<file path="src/rtl/line_pkg.sv">
// Shared types for the line rasterizer and the primitive sequencers
// that will feed it.
`timescale 1ns/1ps
package line_pkg;

  localparam int COORD_W_DEF = 10;
  localparam int ERR_W_DEF   = COORD_W_DEF + 3;

  typedef enum logic [1:0] {
    IDLE = 2'd0,
    DRAW = 2'd1,
    DONE = 2'd2
  } state_e;

  typedef logic signed [COORD_W_DEF-1:0] coord_t;

endpackage

</file>
<file path="src/rtl/line_raster.sv">
// Bresenham line rasterizer, one signed pixel per clock in any octant.
// Output coordinates are origin-centred; the clip stage maps them.
`timescale 1ns/1ps
module line_raster
  import line_pkg::*;
#(
  parameter int COORD_W = COORD_W_DEF,
  parameter int ERR_W   = COORD_W + 3
) (
  input  logic                      clock,
  input  logic                      resetn,
  input  logic                      start,
  input  logic signed [COORD_W-1:0] x0,
  input  logic signed [COORD_W-1:0] y0,
  input  logic signed [COORD_W-1:0] x1,
  input  logic signed [COORD_W-1:0] y1,
  output logic                      busy,
  output logic                      writeEn,
  output logic signed [COORD_W-1:0] x,
  output logic signed [COORD_W-1:0] y,
  output logic                      done
);

  localparam int MW = COORD_W + 1;

  typedef logic signed [COORD_W-1:0] crd_t;
  typedef logic signed [ERR_W-1:0]   err_t;

  localparam crd_t ONE = crd_t'(1);

  state_e state_q;
  crd_t   x_q, y_q;
  crd_t   x1_q, y1_q;
  err_t   dx_q, dy_q, err_q;
  logic   sxn_q, syn_q;
  logic   we_q, done_q;

  logic signed [MW-1:0] ddx, ddy;
  logic [MW-1:0]        adx, ady;
  err_t                 dx_d, dy_d;

  // Magnitudes need one extra bit: the span reaches 2^COORD_W - 1.
  always_comb begin
    ddx  = MW'(x1) - MW'(x0);
    ddy  = MW'(y1) - MW'(y0);
    adx  = ddx[MW-1] ? -ddx : ddx;
    ady  = ddy[MW-1] ? -ddy : ddy;
    dx_d = err_t'(adx);
    dy_d = -err_t'(ady);
  end

  err_t e2, err_d;
  crd_t xs_d, ys_d;
  logic at_end;

  always_comb begin
    e2    = err_q <<< 1;
    err_d = err_q;
    xs_d  = x_q;
    ys_d  = y_q;
    if (e2 >= dy_q) begin
      err_d = err_d + dy_q;
      xs_d  = sxn_q ? x_q - ONE : x_q + ONE;
    end
    if (e2 <= dx_q) begin
      err_d = err_d + dx_q;
      ys_d  = syn_q ? y_q - ONE : y_q + ONE;
    end
    at_end = (x_q == x1_q) && (y_q == y1_q);
  end

  always_ff @(posedge clock or negedge resetn) begin
    if (!resetn) begin
      state_q <= IDLE;
      x_q     <= '0;
      y_q     <= '0;
      x1_q    <= '0;
      y1_q    <= '0;
      dx_q    <= '0;
      dy_q    <= '0;
      err_q   <= '0;
      sxn_q   <= 1'b0;
      syn_q   <= 1'b0;
      we_q    <= 1'b0;
      done_q  <= 1'b0;
    end else begin
      unique case (state_q)
        IDLE: begin
          we_q   <= 1'b0;
          done_q <= 1'b0;
          if (start) begin
            x1_q    <= x1;
            y1_q    <= y1;
            x_q     <= x0;
            y_q     <= y0;
            dx_q    <= dx_d;
            dy_q    <= dy_d;
            err_q   <= dx_d + dy_d;
            sxn_q   <= !(x0 < x1);
            syn_q   <= !(y0 < y1);
            we_q    <= 1'b1;
            state_q <= DRAW;
          end
        end
        DRAW: begin
          if (at_end) begin
            we_q    <= 1'b0;
            done_q  <= 1'b1;
            state_q <= DONE;
          end else begin
            x_q   <= xs_d;
            y_q   <= ys_d;
            err_q <= err_d;
          end
        end
        DONE: begin
          done_q  <= 1'b0;
          state_q <= IDLE;
        end
        default: begin
          we_q    <= 1'b0;
          done_q  <= 1'b0;
          state_q <= IDLE;
        end
      endcase
    end
  end

  assign busy    = (state_q != IDLE);
  assign writeEn = we_q;
  assign x       = x_q;
  assign y       = y_q;
  assign done    = done_q;

endmodule

</file>
<file path="config.mk">
export PLATFORM = sky130hd
export DESIGN_NAME = line_raster
export DESIGN_NICKNAME = d
export VERILOG_FILES = /design/src/rtl/line_pkg.sv /design/src/rtl/line_raster.sv
export SDC_FILE = /design/constraint.sdc
export NUM_CORES = 1
export LEC_CHECK = 0
export BUFFER_PORTS_ARGS = -buffer_cell sky130_fd_sc_hd__buf_4
export CAP_MARGIN = 40
export CORE_MARGIN = 3
export CORE_UTILIZATION = 45
export DETAILED_ROUTE_END_ITERATION = 10
export SLEW_MARGIN = 20
export SYNTH_ARGS = -nofsm -noshare
export SYNTH_HDL_FRONTEND = slang
export SYNTH_SLANG_ARGS = --single-unit
</file>
<file path="constraint.sdc">
create_clock -name clock -period 6.6 [get_ports clock]
set_clock_uncertainty 0.2 [all_clocks]
set_input_delay 0.33 -clock clock [delete_from_list [all_inputs] [get_ports clock]]
set_output_delay 0.33 -clock clock [all_outputs]
set_load 0.005 [all_outputs]
</file>
==> results of run 1 <==
==> flip-flops by register name, summed over array words and instances (netlist names) <==
name and flops:
done 1, dy_q 13, writeEn 1, x1_q 10, state_q 2, y1_q 10, syn_q 1, err_q 12
dx_q 11, x 10, y 10, sxn_q 1
==> layout make-up <==
type / count / area, µm² / share of cell area
clock buffer: 10 / 229 / 0.0244
clock inverter: 5 / 56.3 / 0.00601
inverter: 91 / 342 / 0.0365
multi-input combinational: 818 / 5700 / 0.608
sequential: 82 / 2050 / 0.219
tap: 225 / 282 / 0.0301
timing repair buffer: 88 / 708 / 0.0756
==> worst register-to-register path, cell delays in order (launching register included) <==
cell and delay, ns:
dfrtp_1 0.40, inv_1 0.07, ha_1 0.28, nor2b_1 0.13, o21a_1 0.17, o21a_1 0.18, o2111ai_1 0.19, a31oi_1 0.17
o21ai_1 0.38, buf_4 0.31, nand2_1 0.07, o21ai_0 0.17, ha_1 0.35, a21oi_1 0.22, nor2b_1 0.08, o21a_1 0.20
o211ai_1 0.29, nand2_1 0.10, o311ai_0 0.42, xor2_1 0.23, o22ai_1 0.11, a21oi_1 0.15
==> kinds of logic after synthesis <==
kind of cell	after synthesis
XOR/XNOR	87
AND/OR/NAND/NOR	324
flip-flops	82
AO/OA/AOI/OAI	279
buffers and inverters	122
multiplexers	25
adder cells (fa/ha/maj)	103
==> cell usage in the layout, fill, tap and decap left out, types with 12 or more instances in the layout <==
cell	count
a21o_1	17
a21oi_1	73
a31oi_1	13
buf_4	73
dfrtp_1	82
dlygate4sd3_1	14
ha_1	96
inv_1	91
mux2_2	16
nand2_1	137
nand2b_1	12
nand3_1	16
nor2_1	71
nor2b_1	12
nor3_1	23
o211ai_1	15
o21ai_0	69
xnor2_1	70
xor2_1	16
==> stage by stage <==
stage / power (µW) / worst slack (ns) / area [µm²]
after detailed placement: 3150 / 0.976 / 8940
final: 3670 / 1.01 / 9370
after floorplan: 2540 / 1.74 / 8210
after global routing: 4030 / 0.592 / 9370
after global placement: 3130 / 1.09 / 8920
after CTS: 3680 / 1.01 / 9370
==> layer usage <==
layer  up-vias  share of wire  wire, µm  track usage
met5         -              0         0            0
met4         0          0.017       389       0.0607
met3        24          0.036       813       0.0251
met2       166           0.46     10400        0.387
met1      3415           0.49     11100        0.332
li1       3740              -         -            -
==> power by group <==
group	leakage [µW]	total (µW)	switching, µW	internal, µW
sequential	0.000990	770	158	613
combinational	0.00323	2390	1290	1100
clock	0.000138	511	220	291
total	0.00436	3670	1670	2000
==> how the worst max path moves through the flow <==
stage                      to   from
floorplan           err_q[11]  x1[0]
global route        err_q[11]  x1[1]
detailed placement  err_q[11]  x1[0]
global placement    err_q[11]  x1[0]
CTS                 err_q[11]  x1[1]
finish              err_q[11]  x1[1]
==> what timing repair did <==
| item | in CTS | in global routing |
|---|---|---|
| endpoints found under the hold margin | 56 | 0 |
| buffers inserted | 0 | 0 |
| resized for setup | 0 | 0 |
| hold buffers | 14 | 0 |
==> synthesized netlist by cell type, types with 10 or more instances <==
| master | number | area share |
|---|---|---|
| nor4_1 | 10 | 0.0076 |
| nor2_1 | 71 | 0.032 |
| o21bai_1 | 11 | 0.010 |
| clkbuf_1 | 23 | 0.011 |
| nand3_1 | 16 | 0.0098 |
| dfrtp_1 | 82 | 0.25 |
| nor3_1 | 23 | 0.014 |
| xor2_1 | 16 | 0.017 |
| nand2_1 | 137 | 0.063 |
| a31oi_1 | 13 | 0.0099 |
| xnor2_1 | 70 | 0.075 |
| a21o_1 | 17 | 0.016 |
| nor2b_1 | 13 | 0.0099 |
| mux2_2 | 16 | 0.022 |
| nand2b_1 | 12 | 0.0091 |
| o211ai_1 | 15 | 0.014 |
| a21oi_1 | 73 | 0.045 |
| a211oi_1 | 10 | 0.0091 |
| ha_1 | 96 | 0.15 |
| inv_1 | 91 | 0.042 |
| o21ai_0 | 69 | 0.042 |
==> results.tsv, run 1 <==
stage	metric	value	unit
run_status	status	complete, no violations	
synthesis	combinational family with the most area after synthesis	compound AO/OA/AOI/OAI gates	
synthesis	Synth cell types	74	
synthesis	Synth Area in XOR/XNOR	0.0951	
timing	Tightest Pin Transition	0.816	ns
worst_setup_path	CP required	6.60	ns
synthesis	post-synthesis cell area	0.00821	mm²
worst_setup_path	Worst Path Buf+Inv	3	
worst_setup_path	Setup CP Type	in2reg	
power	Worst VDD drop	0.243	mV
hold_path	hold wc startpoint	y1[7]	
synthesis	Synth Area in Compound Gates	0.220	
layout	nets	1236	
detailed_routing	DRT iter0 DRCs	518	
worst_setup_path	Startpoint Class	input pin	
clocking	Bufs on Longest Clock Path	2	
worst_setup_path	RR Endpoint	err_q[11]	
hold_path	Hold Path Depth	3	
detailed_routing	drt pass-1 iters	5	
timing	Final Max Slew Viols	0	
synthesis	main flop type after synthesis	dfrtp_1	
synthesis	Avg Inst Size Synth	8.03	µm²
detailed_routing	wire per inst	17.2	µm
layout	Ant. Diodes	0	
worst_setup_path	WP depth	23	
clocking	CTS tree	built	
worst_setup_path	R2R Setup Slk	1.64	ns
die	Ports	66	
worst_setup_path	nature of the critical path endpoint	register	
placement	post-DP HPWL	17600	µm
synthesis	adder-cell share of the synthesized area	0.163	
layout	area growth from synthesis to layout	14.1	%
hold_path	Hold WC Path Type	in2reg	
layout	layout cell share with drive strength beyond 1	0.116	
layout	Filler cells	1731	
detailed_routing	drt total wl	22700	µm
timing	fmax	0.179	GHz
timing	final setup fails	0	
timing	RSZ-0062 raised after global routing	no	
worst_setup_path	r2r worst-path depth	21	
timing	Final Cycle Share	0.847	
timing	Slew HR	0.447	
global_route	vias in the first global route	7184	
die	die width	141	µm
detailed_routing	Residual DRC	0	
synthesis	asr flop ratio synth	1.00	
synthesis	multiplexer share of the synthesized area	0.0335	
synthesis	sequential fraction of the synthesis area	0.250	
placement	Port Buffers	65	
detailed_routing	Vias/cell	5.57	
worst_setup_path	CP Max Fanout	9	
clocking	worst skew pair latency	0.35	ns
synthesis	Post-Synth Simple-Gate Area	0.181	
synthesis	Synth Instances	1022	
detailed_routing	ANT nets after route	0	
placement	placed insts	1290	
detailed_routing	total number of vias	7345	
worst_setup_path	r2r startpoint	dy_q[1]	
power	Lkg Pwr	0.00436	µW
worst_setup_path	slowest CP cell	o31ai_2	
synthesis	yosys warns	0	
synthesis	#FFs+latches synth	82	
die	Initial Utilization	0.466	
worst_setup_path	CP cell instances	dlygate4sd3_1 -> buf_4 -> fa_1 -> a21o_1 -> a21oi_1 -> o21ai_0 -> a21o_1 -> a21oi_1 -> nor2b_1 -> o31ai_2 -> mux2i_1 -> inv_1 -> ha_1 -> a21o_1 -> a21oi_1 -> o21ai_0 -> a21oi_1 -> o21bai_1 -> a211oi_1 -> o21ai_0 -> o211ai_1 -> xnor2_1 -> a21oi_1	
worst_setup_path	CP peak stage delay	0.55	ns
placement	Final GP Congestion	0.856	
clocking	Clk pin slew, worst setup/hold paths	0.06	ns
clocking	H-Tree Depth	3	
timing	Final min period	5.59	ns
flow_run	Max Cap Viol	0	
timing	setup tns final	0	ns
die	Row Count	48	
global_route	initial antenna violation count	0	
layout	Finished Core Util	0.532	
global_route	global-route wire length before repair	37500	µm
clocking	CTS Buf Count	9	
clocking	Clock Root Buffer	clkbuf_16	
worst_setup_path	CP delay by family, top	compound AO/OA/AOI/OAI gates	
synthesis	Syn Nets	1168	
die	die area	0.0199	mm²
die	Die H	141	µm
global_route	largest net degree at the start of global routing	56	
global_route	GRT overflow	0	
worst_setup_path	Most common cell on crit path	a21oi_1	
synthesis	EDFF count, synth	0	
global_route	GRT Total Usage	0.235	
timing	final hold slack	0.00465	ns
die	Core Region	0.0176	mm²
worst_setup_path	Arrival @ worst endpoint	5.59	ns
hold_path	Hold Path Sink	y1_q[7]	
layout	fin cells	1319	
clocking	CTS sink count	82	
timing	Fin. Hold Viols	0	
power	P per Cell Area	392	mW/mm²
Note: power is estimated with default switching activity, not from simulation.
==> run 2, diff against run 1 <==
--- a/config.mk
+++ b/config.mk
@@ -5,6 +5,7 @@
 export SDC_FILE = /design/constraint.sdc
 export NUM_CORES = 1
 export LEC_CHECK = 0
+export ABC_AREA = 1
 export BUFFER_PORTS_ARGS = -buffer_cell sky130_fd_sc_hd__buf_4
 export CAP_MARGIN = 40
 export CORE_MARGIN = 3
==> constraint.sdc (replaced) <==
create_clock -name clock -period 5.73 [get_ports clock]
set_clock_uncertainty 0.2 [all_clocks]
set_input_delay 0.2865 -clock clock [delete_from_list [all_inputs] [get_ports clock]]
set_output_delay 0.2865 -clock clock [all_outputs]
set_load 0.005 [all_outputs]
==> run 2 against run 1 <==
  * Design area grew 2.1%
  * Global-route usage grew 0.56 points
  * Clock-buffer cell count is 1 lower
  * Largest power group unchanged
  * Critical endpoint is now err_q[10]
  * Synthesized cell count grew 16%
  * Highest routed layer unchanged
  * Sequential power grew 56%
==> results.tsv, run 2 <==
stage	metric	value	unit
synthesis	largest area contributor in the netlist	dfrtp_1	
timing	Final Cycle Share	0.841	
synthesis	multiplexer share of the synthesized area	0	
synthesis	Post-synth top cells	nand2_1 (319), inv_1 (151), ha_1 (96)	
clocking	Bufs on Longest Clock Path	2	
clocking	worst skew pair latency	0.36	ns
power	Reg power frac	0.180	
clocking	CTS hold repair buffers	22	
worst_setup_path	Most common cell on crit path	nand2_1	
global_route	initial antenna violation count	0	
die	Row Count	48	
power	Clk pwr share	0.103	
worst_setup_path	CP delay by family, top	compound AO/OA/AOI/OAI gates	
timing	Fin. Hold Viols	0	
placement	Final GP Congestion	0.915	
synthesis	Synth Area in XOR/XNOR	0.0729	
timing	Final min period	4.82	ns
die	Die H	141	µm
synthesis	Avg Inst Size Synth	6.93	µm²
synthesis	combinational family with the most area after synthesis	simple AND/OR/NAND/NOR gates	
worst_setup_path	Worst Path Buf+Inv	8	
die	die area	0.0200	mm²
detailed_routing	Vias/cell	5.25	
die	Core Region	0.0176	mm²
detailed_routing	drt total wl	23300	µm
synthesis	most numerous cell in the Yosys netlist	nand2_1	
synthesis	yosys warns	0	
run_status	status	complete, no violations	
detailed_routing	wire per inst	15.5	µm
clocking	Clock Root Buffer	clkbuf_16	
synthesis	Post-Synth Simple-Gate Area	0.278	
synthesis	Synth cell types	47	
global_route	GRT Total Usage	0.241	
timing	setup tns final	0	ns
global_route	largest net degree at the start of global routing	60	
timing	fmax	0.208	GHz
timing	Final Max Slew Viols	0	
worst_setup_path	nature of the critical path endpoint	register	
global_route	GRT overflow	0	
power	Total Power	6670	µW
layout	most common cell after layout, fill and taps aside	nand2_1	
synthesis	main flop type after synthesis	dfrtp_1	
power	Lkg Pwr	0.00486	µW
power	sw frac	0.528	
synthesis	sequential fraction of the synthesis area	0.249	
synthesis	asr flop ratio synth	1.00	
global_route	vias in the first global route	7437	
power	Worst VDD drop	0.410	mV
synthesis	Synth Instances	1190	
worst_setup_path	Startpoint Class	input pin	
detailed_routing	Residual DRC	0	
clocking	CTS-repair resized insts	0	
synthesis	#FFs+latches synth	82	
power	total net switching power	3520	µW
timing	final setup fails	0	
detailed_routing	ANT nets after route	0	
power	power share of the combinational group	0.717	
worst_setup_path	Arrival @ worst endpoint	4.86	ns
layout	Largest register FFs	13	
worst_setup_path	CP peak stage delay	0.54	ns
timing	Tightest Pin Transition	0.738	ns
layout	most frequent cells in the layout	nand2_1 (319), inv_1 (151), ha_1 (96)	
worst_setup_path	CP Max Fanout	8	
synthesis	EDFF count, synth	0	
die	Ports	66	
detailed_routing	DRT iter0 DRCs	585	
placement	Port Buffers	65	
layout	Top Registers	dy_q x13, err_q x12, dx_q x11	
synthesis	share of the synthesized area in the top cell type	0.249	
synthesis	Synth Area in Compound Gates	0.153	
timing	Slew HR	0.508	
power	P per Cell Area	698	mW/mm²
die	Initial Utilization	0.469	
die	die width	141	µm
clocking	CTS tree	built	
layout	layout cell share with drive strength beyond 1	0.107	
layout	Ant. Diodes	0	
timing	RSZ-0062 raised after global routing	no	
layout	largest register by flop count	dy_q	
power	Cell Int Power	3150	µW
global_route	global-route wire length before repair	38700	µm
layout	area growth from synthesis to layout	15.9	%
layout	nets	1419	
detailed_routing	drt pass-1 iters	5	
clocking	Clk pin slew, worst setup/hold paths	0.06	ns
clocking	CTS sink count	82	
worst_setup_path	Setup CP Type	in2reg	
hold_path	Hold WC Path Type	in2reg	
synthesis	Syn Nets	1336	
clocking	H-Tree Depth	3	
worst_setup_path	slowest CP cell	dlygate4sd3_1	
synthesis	post-synthesis cell area	0.00825	mm²
synthesis	adder-cell share of the synthesized area	0.163	
detailed_routing	total number of vias	7894	
synthesis	synth top area cells	dfrtp_1 (25%), ha_1 (15%), nand2_1 (15%), inv_1 (6.9%), o21ai_0 (5.6%)	
worst_setup_path	CP required	5.77	ns
clocking	Post CTS Setup Buffer Count	0	
clocking	CTS Buf Count	9	
placement	post-DP HPWL	18300	µm
flow_run	Max Cap Viol	0	
==> run 2: changes by cell type in the layout (fill, tap and decap cells not counted), sizes merged, moves of 16 or more <==
| cell | previous run | this run |
|---|---|---|
| inv | 91 | 159 |
| mux2 | 17 | 0 |
| nand2 | 137 | 330 |
| nand3 | 17 | 60 |
| nor2 | 71 | 87 |
| o21ai | 76 | 102 |
| xnor2 | 70 | 32 |
| xor2 | 17 | 35 |
==> run 2: worst min-delay path, cell delays in order <==
cell,delay (ns)
buf_4,0.09
o211ai_1,0.08
o21ai_0,0.07
==> run 2: power by group through the flow <==
stage          logic (µW)  clock network (µW)  registers (µW)
2_1_floorplan        3530                   0            1100
3_5_place_dp         4650                   0            1210
3_3_place_gp         4640                   0            1210
6_report             4780                 690            1200
4_1_cts              4700                 702            1200
5_1_grt              5440                 725            1240
==> run 2: path summary, 6_finish.rpt <==
check                             to  cells after the start  slack [ns]      from
max reg2reg                err_q[11]                     25        1.28  err_q[9]
min reg2reg                  y1_q[1]                      2        0.30   y1_q[1]
max in group asynchronous    dy_q[8]                      3        4.05    resetn
max                        err_q[10]                     31        0.91     x1[0]
min in group asynchronous       x[6]                      2        0.21    resetn
min                             x[0]                      3        0.01     x0[0]
==> run 2: area by class of cell <==
| cell class | instances | area, µm² |
|---|---|---|
| clock buffers | 9 | 225 |
| clock inverters | 7 | 116 |
| fillers | 1768 | 8040 |
| inverters | 161 | 604 |
| multi-input cells | 924 | 5510 |
| flip-flops and latches | 82 | 2050 |
| well taps | 225 | 282 |
| repair buffers | 95 | 773 |
==> run 2: routing by layer <==
metal / part of all wire / up-vias / wire length (µm) / GRT usage
met4: 0.013 / 0 / 313 / 0.0636
met3: 0.048 / 19 / 1110 / 0.0280
met5: 0 / - / 0 / 0
met2: 0.45 / 196 / 10400 / 0.381
li1: - / 4093 / - / -
met1: 0.49 / 3586 / 11500 / 0.351
==> run 2: cells by family (layout without fill, tap and decap cells) <==
logic type | Yosys count | after routing
adders and majority gates | 103 | 103
xor gates and xnor gates | 67 | 67
buffers and inverters | 184 | 272
AOI/OAI and AO/OA | 228 | 228
DFF | 82 | 82
and+or+nand+nor | 526 | 526
==> run 2: stage by stage <==
step	worst slack, ns	cell area (µm²)	std cells	util	hold slack [ns]
after floorplan	1.74	8250	1190	-	-0.209
after global placement	1.07	8980	1463	0.510	0.0516
after detailed placement	1.05	8980	1464	0.511	0.0565
after CTS	0.905	9550	1502	0.542	0.00309
after global routing	0.327	9560	1503	0.543	0.0279
final	0.912	9560	1503	0.543	0.00964
==> run 3, diff against run 2 <==
--- a/config.mk
+++ b/config.mk
@@ -5,7 +5,7 @@
 export SDC_FILE = /design/constraint.sdc
 export NUM_CORES = 1
 export LEC_CHECK = 0
-export ABC_AREA = 1
+export ABC_AREA = 0
 export BUFFER_PORTS_ARGS = -buffer_cell sky130_fd_sc_hd__buf_4
 export CAP_MARGIN = 40
 export CORE_MARGIN = 3
==> constraint.sdc (replaced) <==
create_clock -name clock -period 4.9 [get_ports clock]
set_clock_uncertainty 0.2 [all_clocks]
set_input_delay 0.245 -clock clock [delete_from_list [all_inputs] [get_ports clock]]
set_output_delay 0.245 -clock clock [all_outputs]
set_load 0.005 [all_outputs]
==> run 3 against run 2 <==
  * Design area increased by 2.8%
  * Utilization increased by 1.5 points
  * Register-to-register slack got worse by 1.0 ns
  * Critical endpoint is now err_q[8]
  * Critical path depth decreased by 6
  * First-iteration DRC count decreased by 33%
  * Largest power group unchanged
  * Combinational power decreased by 28%
  * Die area decreased by 0.51%
  * Sequential share of layout area decreased by 0.59 points
==> results.tsv, run 3 (synthesis results as in run 1) <==
stage	metric	value	unit
run_status	status	complete, no violations	
clocking	Bufs on Longest Clock Path	2	
layout	Filler cells	1689	
clocking	CTS sink count	82	
hold_path	hold wc startpoint	y0[6]	
worst_setup_path	Startpoint Class	input pin	
worst_setup_path	Setup CP Type	in2reg	
layout	fin cells	1362	
detailed_routing	wire per inst	17.1	µm
layout	Top Registers	dy_q x13, err_q x12, dx_q x11	
timing	Fin. Hold Viols	0	
timing	fmax	0.213	GHz
timing	Tightest Pin Transition	0.796	ns
worst_setup_path	slowest CP cell	dlygate4sd3_1	
detailed_routing	drt pass-1 iters	5	
timing	Final Max Slew Viols	0	
die	die width	141	µm
worst_setup_path	nature of the critical path endpoint	register	
placement	placed insts	1316	
worst_setup_path	Arrival @ worst endpoint	4.78	ns
power	Lkg Pwr	0.00457	µW
layout	Reg area	0.00205	mm²
power	Worst VDD drop	0.305	mV
timing	setup tns final	0	ns
timing	Final Cycle Share	0.960	
clocking	CTS tree	built	
detailed_routing	Residual DRC	0	
global_route	GRT Total Usage	0.234	
timing	Slew HR	0.468	
layout	most frequent cells in the layout	nand2_1 (137), buf_4 (100), ha_1 (94)	
die	Ports	66	
layout	most common cell after layout, fill and taps aside	nand2_1	
die	Initial Utilization	0.466	
worst_setup_path	CP required	4.98	ns
die	Die H	141	µm
detailed_routing	total number of vias	7570	
clocking	Clk pin slew, worst setup/hold paths	0.07	ns
layout	Largest register FFs	13	
detailed_routing	Vias/cell	5.56	
global_route	largest net degree at the start of global routing	52	
layout	largest register by flop count	dy_q	
global_route	GRT overflow	0	
clocking	H-Tree Depth	3	
layout	area of the multi-input gates	0.00581	mm²
flow_run	Max Cap Viol	0	
clocking	CTS Buf Count	9	
global_route	initial antenna violation count	0	
global_route	global-route wire length before repair	36900	µm
detailed_routing	drt total wl	23300	µm
layout	Ant. Diodes	0	
layout	nets	1278	
die	die area	0.0199	mm²
timing	Final min period	4.70	ns
placement	Port Buffers	65	
clocking	worst skew pair latency	0.35	ns
timing	final setup fails	0	
power	P per Cell Area	524	mW/mm²
hold_path	Hold WC Path Type	in2reg	
die	Core Region	0.0176	mm²
layout	layout cell share with drive strength beyond 1	0.157	
detailed_routing	ANT nets after route	0	
worst_setup_path	r2r startpoint	dy_q[1]	
worst_setup_path	CP peak stage delay	0.54	ns
timing	final hold slack	0.00739	ns
worst_setup_path	Crit. Startpoint	y0[2]	
placement	post-DP HPWL	17900	µm
clocking	Clock Root Buffer	clkbuf_16	
die	Row Count	48	
layout	area growth from synthesis to layout	19.8	%
global_route	vias in the first global route	7066	
worst_setup_path	CP Max Fanout	5	
detailed_routing	DRT iter0 DRCs	391	
placement	Final GP Congestion	0.855	
[run 3: changes by cell type in the layout (fill, tap and decap cells not counted), sizes merged, moves of 15 or more]
cell	previous run	this run
xnor2	32	70
xor2	35	17
nand2	330	137
mux2	0	17
o21ai	102	76
inv	159	94
nand3	60	17
nor2	87	71
buf	73	102
a21o	3	18
[run 3: area by class of cell]
cell class	instances	share of cell area
Timing Repair Buffer	130	0.108
Clock buffer	10	0.0243
Multi-Input combinational cell	818	0.591
Sequential cell	82	0.209
Clock inverter	6	0.00484
Inverter	91	0.0347
Tap cell	225	0.0286
[run 3: metal layers]
layer	share of wire	track usage
met4	0.016	0.0632
met3	0.038	0.0234
met1	0.48	0.329
met5	0	0
met2	0.46	0.385
[run 3: critical path: cells and delay by family]
kind / cells / cell delay [ns]
buf+inv: 4 / 0.88
simple gates: 4 / 0.42
compound gates: 11 / 1.97
fa+ha+maj: 3 / 0.78
xor+xnor: 3 / 0.50
[run 3: through the flow]
step / total power [µW] / instance area, µm² / util / worst slack (ns)
2_1_floorplan: 3420 / 8210 / - / 0.128
3_3_place_gp: 4300 / 9110 / 0.518 / 0.0159
6_report: 5150 / 9830 / 0.559 / 0.197
4_1_cts: 5050 / 9710 / 0.552 / 0.0285
3_5_place_dp: 4340 / 9140 / 0.519 / -0.0383
5_1_grt: 5620 / 9830 / 0.559 / -0.0445
[run 3: worst paths after layout]
| path | end | slack [ns] | cells past startpoint |
|---|---|---|---|
| worst max-delay path | err_q[8] | 0.20 | 25 |
| worst min register to register | x1_q[4] | 0.29 | 2 |
| max in group asynchronous | x[3] | 3.25 | 3 |
| min in group asynchronous | dy_q[1] | 0.18 | 2 |
| worst min-delay path | y[6] | 0.007 | 3 |
| worst max register to register | err_q[10] | 0.28 | 21 |
[run 3: repair_timing]
item                                    4_1_cts  5_1_grt
hold endpoints to repair                     58        0
buffers inserted                              0        2
hold buffers                                 28        0
endpoints found under the setup margin        0        6
resized for setup                             0       27
[run 3: power by group]
| part | switching (µW) | internal (µW) |
|---|---|---|
| sequential | 194 | 825 |
| clock | 310 | 363 |
| combinational | 1850 | 1610 |
